===== config.mk =====
export PLATFORM = sky130hd
export DESIGN_NAME = xrisc_muldiv
export DESIGN_NICKNAME = d
export VERILOG_FILES = /design/src/rtl/xrisc_pkg.sv /design/src/rtl/xrisc_sign_fix.sv /design/src/rtl/xrisc_muldiv.sv
export SDC_FILE = /design/constraint.sdc
export NUM_CORES = 1
export LEC_CHECK = 0
export BUFFER_PORTS_ARGS = -buffer_cell sky130_fd_sc_hd__clkbuf_2
export CAP_MARGIN = 40
export CORE_ASPECT_RATIO = 0.6
export CORE_UTILIZATION = 33
export CTS_BUF_LIST = sky130_fd_sc_hd__clkbuf_4 sky130_fd_sc_hd__clkbuf_8
export CTS_CLUSTER_SIZE = 16
export DETAILED_ROUTE_END_ITERATION = 7
export SLEW_MARGIN = 20
export SYNTH_ARGS = -nofsm -noshare
export SYNTH_HDL_FRONTEND = slang
export SYNTH_HIERARCHICAL = 1
export SYNTH_SLANG_ARGS = --single-unit
export TNS_END_PERCENT = 30

===== constraint.sdc =====
create_clock -name clk -period 7.1 [get_ports clk]
set_clock_uncertainty 0.2 [all_clocks]
set_input_delay 0 -clock clk [delete_from_list [all_inputs] [get_ports clk]]
set_output_delay 0 -clock clk [all_outputs]
set_load 0.02 [all_outputs]

===== src/rtl/xrisc_pkg.sv =====
// Shared definitions for the XRISC core: M-extension op encodings, multiply/divide
// unit state encoding and related constants.
package xrisc_pkg;

    // funct3 encodings of the RV32M instructions
    typedef enum logic [2:0] {
        OP_MUL    = 3'b000,
        OP_MULH   = 3'b001,
        OP_MULHSU = 3'b010,
        OP_MULHU  = 3'b011,
        OP_DIV    = 3'b100,
        OP_DIVU   = 3'b101,
        OP_REM    = 3'b110,
        OP_REMU   = 3'b111
    } mdu_op_e;

    // Multiply/divide unit sequencing states
    typedef enum logic [1:0] {
        ST_IDLE,
        ST_CALC,
        ST_SIGN,
        ST_DONE
    } mdu_state_e;

    // Number of CALC iterations (one bit per cycle)
    localparam int MDU_ITERS = 32;

    // funct7 value the decoder uses to recognise M-extension instructions
    localparam logic [6:0] OP_M_FUNCT7 = 7'b0000001;

    // Divide-family ops (DIV, DIVU, REM, REMU)
    function automatic logic is_div_op(input mdu_op_e op);
        return op[2];
    endfunction

    // Remainder ops (REM, REMU)
    function automatic logic is_rem_op(input mdu_op_e op);
        return op[2] & op[1];
    endfunction

endpackage


===== src/rtl/xrisc_sign_fix.sv =====
// Combinational sign handling for the multiply/divide unit: converts operands to
// magnitudes on entry to CALC, and in SIGN applies the result sign and selects
// the result word from the {hi, lo} working pair.
module xrisc_sign_fix
    import xrisc_pkg::*;
#(
    parameter int XLEN = 32
) (
    input  mdu_op_e          op,
    input  logic [XLEN-1:0]  srca,
    input  logic [XLEN-1:0]  srcb,
    input  logic [XLEN-1:0]  hi,
    input  logic [XLEN-1:0]  lo,
    input  logic             neg_res,
    input  logic             neg_rem,
    output logic [XLEN-1:0]  mag_a,
    output logic [XLEN-1:0]  mag_b,
    output logic             sign_res,
    output logic             sign_rem,
    output logic [XLEN-1:0]  result
);

    logic            a_signed;
    logic            b_signed;
    logic            neg_a;
    logic            neg_b;
    logic [2*XLEN-1:0] wide;

    // Operand magnitudes/signs, then sign correction and word select of the result
    always_comb begin
        // NOTE: every signal driven here gets a value on every path, otherwise a latch is inferred.
        a_signed = 1'b0;
        b_signed = 1'b0;
        result   = '0;
        wide     = {hi, lo};

        // MULHSU: rs1 signed, rs2 unsigned; MUL low word is sign-agnostic
        case (op)
            OP_MUL, OP_MULH, OP_DIV, OP_REM: begin
                a_signed = 1'b1;
                b_signed = 1'b1;
            end
            OP_MULHSU: a_signed = 1'b1;
            default: ;
        endcase

        neg_a    = a_signed & srca[XLEN-1];
        neg_b    = b_signed & srcb[XLEN-1];
        mag_a    = neg_a ? -srca : srca;
        mag_b    = neg_b ? -srcb : srcb;
        sign_res = neg_a ^ neg_b;
        // Remainder follows the dividend sign (truncating division)
        sign_rem = neg_a;

        if (neg_res) begin
            wide = -{hi, lo};
        end

        // Divide keeps the quotient in lo and the remainder in hi
        case (op)
            OP_MUL:                         result = wide[XLEN-1:0];
            OP_MULH, OP_MULHSU, OP_MULHU:   result = wide[2*XLEN-1:XLEN];
            OP_DIV, OP_DIVU:                result = neg_res ? -lo : lo;
            OP_REM, OP_REMU:                result = neg_rem ? -hi : hi;
            default:                        result = '0;
        endcase
    end

endmodule


===== src/rtl/xrisc_muldiv.sv =====
// Iterative RV32M multiply/divide unit. Radix-2 shift-add multiply (LSB first)
// and restoring divide (MSB first) on operand magnitudes, followed by a single
// sign-correction cycle. Divide-by-zero and signed overflow complete directly
// from IDLE without entering CALC.
module xrisc_muldiv
    import xrisc_pkg::*;
#(
    parameter int XLEN  = 32,
    parameter int CNT_W = 6
) (
    input  logic             clk,
    input  logic             reset,
    input  logic             start,
    input  logic [2:0]       funct3,
    input  logic [XLEN-1:0]  srca,
    input  logic [XLEN-1:0]  srcb,
    input  logic             kill,
    output logic             busy,
    output logic             done,
    output logic [XLEN-1:0]  result
);

    localparam logic [XLEN-1:0] INT_MIN = {1'b1, {(XLEN-1){1'b0}}};

    mdu_state_e        state;
    mdu_op_e           op_q;
    logic [CNT_W-1:0]  cnt;
    // Multiply: hi = accumulator, lo = remaining multiplier bits, dreg = multiplicand.
    // Divide:   hi = partial remainder, lo = dividend shifting out / quotient shifting in, dreg = divisor.
    logic [XLEN-1:0]   hi;
    logic [XLEN-1:0]   lo;
    logic [XLEN-1:0]   dreg;
    logic              neg_res_q;
    logic              neg_rem_q;

    mdu_op_e           op_in;
    mdu_op_e           op_sel;
    logic [XLEN-1:0]   mag_a;
    logic [XLEN-1:0]   mag_b;
    logic              sign_res;
    logic              sign_rem;
    logic [XLEN-1:0]   fix_res;

    logic              div_zero;
    logic              div_ovf;
    logic [XLEN-1:0]   fast_res;

    logic [XLEN:0]     mul_sum;
    logic [XLEN:0]     div_shift;
    logic              div_ge;
    logic [XLEN-1:0]   div_diff;
    logic [XLEN-1:0]   hi_next;
    logic [XLEN-1:0]   lo_next;

    assign op_in  = mdu_op_e'(funct3);
    // Operand conversion uses the incoming op; sign correction uses the latched op
    assign op_sel = (state == ST_IDLE) ? op_in : op_q;

    xrisc_sign_fix #(
        .XLEN (XLEN)
    ) u_sign_fix (
        .op       (op_sel),
        .srca     (srca),
        .srcb     (srcb),
        .hi       (hi),
        .lo       (lo),
        .neg_res  (neg_res_q),
        .neg_rem  (neg_rem_q),
        .mag_a    (mag_a),
        .mag_b    (mag_b),
        .sign_res (sign_res),
        .sign_rem (sign_rem),
        .result   (fix_res)
    );

    // Fast-path detection and result for divide-by-zero and signed overflow
    always_comb begin
        div_zero = is_div_op(op_in) && (srcb == '0);
        div_ovf  = ((op_in == OP_DIV) || (op_in == OP_REM)) &&
                   (srca == INT_MIN) && (srcb == '1);
        fast_res = '0;
        if (div_zero) begin
            fast_res = is_rem_op(op_in) ? srca : '1;
        end else if (div_ovf) begin
            fast_res = is_rem_op(op_in) ? '0 : INT_MIN;
        end
    end

    // One iteration step of the shift-add multiply or restoring divide
    always_comb begin
        // Multiply: add multiplicand when the current multiplier bit is set, then
        // shift the {carry, hi, lo} pair right by one.
        mul_sum   = {1'b0, hi} + (lo[0] ? {1'b0, dreg} : '0);
        // Divide: shift next dividend bit into the remainder and trial-subtract.
        // The remainder stays below the divisor, so the shifted value fits XLEN+1 bits
        // and a successful difference fits XLEN bits.
        div_shift = {hi, lo[XLEN-1]};
        div_ge    = (div_shift >= {1'b0, dreg});
        div_diff  = div_shift[XLEN-1:0] - dreg;

        if (is_div_op(op_q)) begin
            hi_next = div_ge ? div_diff : div_shift[XLEN-1:0];
            lo_next = {lo[XLEN-2:0], div_ge};
        end else begin
            hi_next = mul_sum[XLEN:1];
            lo_next = {mul_sum[0], lo[XLEN-1:1]};
        end
    end

    // Control FSM and datapath registers, with registered busy/done outputs
    always_ff @(posedge clk) begin
        // NOTE: state registers use non-blocking assignments so every register sees pre-edge values.
        if (reset) begin
            state     <= ST_IDLE;
            op_q      <= OP_MUL;
            cnt       <= '0;
            hi        <= '0;
            lo        <= '0;
            dreg      <= '0;
            neg_res_q <= 1'b0;
            neg_rem_q <= 1'b0;
            busy      <= 1'b0;
            done      <= 1'b0;
            result    <= '0;
        end else begin
            case (state)
                ST_IDLE: begin
                    busy <= 1'b0;
                    done <= 1'b0;
                    if (start && !kill) begin
                        if (div_zero || div_ovf) begin
                            result <= fast_res;
                            done   <= 1'b1;
                            state  <= ST_DONE;
                        end else begin
                            op_q      <= op_in;
                            hi        <= '0;
                            lo        <= is_div_op(op_in) ? mag_a : mag_b;
                            dreg      <= is_div_op(op_in) ? mag_b : mag_a;
                            neg_res_q <= sign_res;
                            neg_rem_q <= sign_rem;
                            cnt       <= CNT_W'(MDU_ITERS - 1);
                            busy      <= 1'b1;
                            state     <= ST_CALC;
                        end
                    end
                end

                ST_CALC: begin
                    if (kill) begin
                        busy  <= 1'b0;
                        state <= ST_IDLE;
                    end else begin
                        hi <= hi_next;
                        lo <= lo_next;
                        if (cnt == '0) begin
                            state <= ST_SIGN;
                        end else begin
                            cnt <= cnt - CNT_W'(1);
                        end
                    end
                end

                ST_SIGN: begin
                    busy <= 1'b0;
                    if (kill) begin
                        state <= ST_IDLE;
                    end else begin
                        result <= fix_res;
                        done   <= 1'b1;
                        state  <= ST_DONE;
                    end
                end

                ST_DONE: begin
                    done  <= 1'b0;
                    state <= ST_IDLE;
                end

                default: begin
                    busy  <= 1'b0;
                    done  <= 1'b0;
                    state <= ST_IDLE;
                end
            endcase
        end
    end

endmodule

==> summary.md <==
| Metric | Value |
|---|---|
| Post-synth top area cell | `dfxtp_1` |
| Sequential share of power | `0.228` |
| Via Count | `17500` |
| H-tree Lvls | `4` |
| R2R depth | `12` |
| Top cell type's share of synthesized area | `0.185` |
| Ports | `105` |
| Critical Path RT | `7.26 ns` |
| Lkg Pwr | `7.05 nW` |
| Non-Filler Instances | `2880` |
| Die height | `170 um` |
| Initial Util | `0.335` |
| Post-Syn Area per Cell | `7.18 um^2` |
| Most common cell in the netlist | `nor2_1` |
| Hold Path End | `dreg[31]$_SDFFE_PP0P_` |
| Final WL | `65800 um` |
| Worst-skew pair later-pin latency | `0.51 ns` |
| Overall power | `0.00542 W` |
| Reg area | `2870 um^2` |
| Iter 0 DRT Violations | `2998` |
| Yosys warning count | `6` |
| Hold WC Path Type | `in -> reg` |
| Critical Path Fanout Max | `16` |
| Die width | `282 um` |
| DRC | `0` |
| Sw Share | `0.551` |
| Ys flop type | `dfxtp_1` |
| Fmax | `203 MHz` |
| WL/cell | `22.8 um` |
| Placed insts | `2779` |
| Final nets | `2384` |
| MaxCap Viol Count | `0` |
| Logic gate share of total power | `0.643` |
| CP endpoint kind | `register` |
| Core ar. | `46300 um^2` |
| 1st-pass router iterations | `7` |
| Reg-to-Reg Start | `state[0]$_SDFFE_PP0P_` |
| Worst Path Arrival | `5.08 ns` |
| HPWL after DPL | `51000 um` |
| Footprint of the multi-input gates | `11800 um^2` |
| Crit path launch type | `register` |
| Status | `finished clean` |
| # setup viols final | `0` |
| CTS root buffer | `clkbuf_8` |
| Synthesis-to-finish area growth | `13.3%` |
| Number of flops mapped to enable cells by yosys | `0` |
| Clk buf depth | `2` |
| Clock share of power | `0.130` |
| Pwr Density | `309 nW/um^2` |
| Minimum clock period | `4.92 ns` |
| Endpoints failing hold | `0` |
| Async set-reset flop share out of synthesis | `0` |
| Hold Path Cell Cnt | `4` |
| Hold Startpoint | `srcb[31]` |
| First-pass GRT wire length | `96800 um` |
| Sinks on Clock Net | `143` |
| Die area | `47900 um^2` |
| R2r setup slk | `2.18 ns` |
| Peak VDD IR | `0.291 mV` |
| Avg Vias per Cell | `6.07` |
| Filler cell count | `4924` |
| RSZ-0062 raised after global routing | `no` |
| Period utilisation layout | `0.693` |
| Setup CP Type | `reg -> reg` |
| Syn nets | `2307` |
| Syn Inst Count | `2159` |
| Initial antenna violation count | `1` |
| IO buf count | `104` |
| Synth area leaders | `dfxtp_1 18%, a211oi_1 6.6%, a21oi_1 6.4%` |
| Antenna viol nets, final | `0` |
| Setup TNS | `0 ns` |
| Most frequent cells after synthesis | `256 x nor2_1, 198 x a21oi_1, 145 x nand2_1` |
| Total gr overflow | `0` |
| Gr usage total | `0.266` |
| Post-synthesis sequential area ratio | `0.185` |
| Largest net degree at the start of global routing | `74` |
| CTS tree | `yes` |
| Crit Reg-Reg Endpoint | `result[25]$_SDFFE_PP0P_` |
| Fraction of layout cells with a size suffix above 1 | `0.0943` |
| Worst slew pin tran | `0.979 ns` |
| Reg clk slew, reported paths | `0.10 ns` |
| Final-report max-slew violation count | `0` |
| Post-layout util | `0.379` |
| Vias in the first global route | `15300` |
| GPL Wtd Cong | `1.06` |
| Cell area after synthesis | `15500 um^2` |
| CTS Buf Count | `17` |
| Count of cell types in the netlist | `85` |
| Post-synthesis register bit count | `143` |
| Max-slew headroom | `0.341` |
| Cell row count | `61` |
| NetSw | `0.00299 W` |
| Pint | `0.00244 W` |
==> kinds of logic after synthesis <==
family,share of synthesized area
simple gates,0.242
xor+xnor,0.100
mux,0.0622
flops,0.185
buf+inv,0.0570
fa+ha+maj,0.0631
compound gates,0.291
==> metrics by stage <==
step / cell area (um^2) / setup slack (ns) / hold WS, ns
2_1_floorplan: 15500 / 3.57 / -0.0530
3_3_place_gp: 16400 / 2.12 / 0.165
3_5_place_dp: 16500 / 2.39 / 0.171
4_1_cts: 17500 / 2.38 / 0.000413
5_1_grt: 17600 / 2.05 / 0.00562
6_report: 17600 / 2.18 / 0.0162
==> how the worst max path moves through the flow <==
stage | cells after the start | end | startpoint
finish | 12 | result[25]$_SDFFE_PP0P_ | state[0]$_SDFFE_PP0P_
global placement | 11 | result[5]$_SDFFE_PP0P_ | state[1]$_SDFFE_PP0P_
CTS | 11 | result[5]$_SDFFE_PP0P_ | state[1]$_SDFFE_PP0P_
detailed placement | 11 | result[5]$_SDFFE_PP0P_ | state[1]$_SDFFE_PP0P_
global route | 11 | dreg[3]$_SDFFE_PP0P_ | state[1]$_SDFFE_PP0P_
floorplan | 15 | lo[10]$_SDFFE_PP0P_ | op_q[2]$_SDFFE_PP0P_
==> flip-flops by register name, indices dropped and copies added (netlist names) <==
name       cells
neg_rem_q      1
dreg          32
cnt            6
neg_res_q      1
lo            32
busy           1
result        32
hi            32
op_q           3
state          2
done           1
==> routing by layer <==
metal / up-vias / part of all wire / track usage
li1: 8083 / - / -
met2: 1052 / 0.36 / 0.328
met4: 0 / 0.011 / 0.0362
met5: - / 0 / 0
met1: 8267 / 0.48 / 0.421
met3: 73 / 0.14 / 0.102
==> worst max-delay path: stages (launching register included) <==
cell	delay [ns]
dfxtp_1	0.36
inv_1	0.12
ha_1	0.64
mux2_2	0.57
nor2_1	0.61
nor2_1	0.08
buf_4	0.24
nand2_1	0.52
nor3_1	0.12
a311oi_1	0.81
o21ai_0	0.18
a21oi_1	0.19
a211oi_1	0.09
==> what timing repair did <==
item                                   4_1_cts  5_1_grt
gates resized for setup                      0        0
endpoints found under the hold margin       83        1
setup buffers                                0        0
hold buffers                                64        1
==> area by class of cell <==
class	instances	area share
Multi-Input combinational cell	1796	0.671
Sequential cell	143	0.163
Timing Repair Buffer	202	0.0821
Tap cell	630	0.0449
Inverter	76	0.0162
Clock buffer	18	0.0141
Clock inverter	14	0.00819
Antenna cell	1	0.000142
==> layout by cell type, fill, tap and decap left out, drive strengths merged, types with 9 or more instances in the layout <==
cell type,netlist,routed
o31ai,22,22
buf,24,34
dfxtp,143,143
or3,14,14
o21bai,12,12
ha,75,75
o21ai,128,128
xnor2,104,104
nand2,145,145
a211oi,139,139
xor2,73,73
dlygate4sd3,0,65
nand3,33,33
a22oi,26,26
nor4,33,33
and3,13,13
nor2b,39,39
o211ai,10,10
o221ai,9,9
a31oi,17,17
a21o,38,38
nor2,258,258
o41ai,14,14
mux2i,93,93
nand4,26,26
nor3,71,71
a21oi,200,200
o21a,12,12
inv,76,84
and2,44,44
or2,10,10
clkbuf,120,120
nand2b,22,22
or4,20,20
==> power groups by stage <==
stage          Clock (W)  Sequential [W]  Combinational [W]
2_1_floorplan          0         0.00127            0.00218
5_1_grt         0.000745         0.00126            0.00371
6_report        0.000704         0.00123            0.00349
3_3_place_gp           0         0.00123            0.00324
4_1_cts         0.000710         0.00123            0.00333
3_5_place_dp           0         0.00124            0.00327
(Power assumes the default switching activity.)
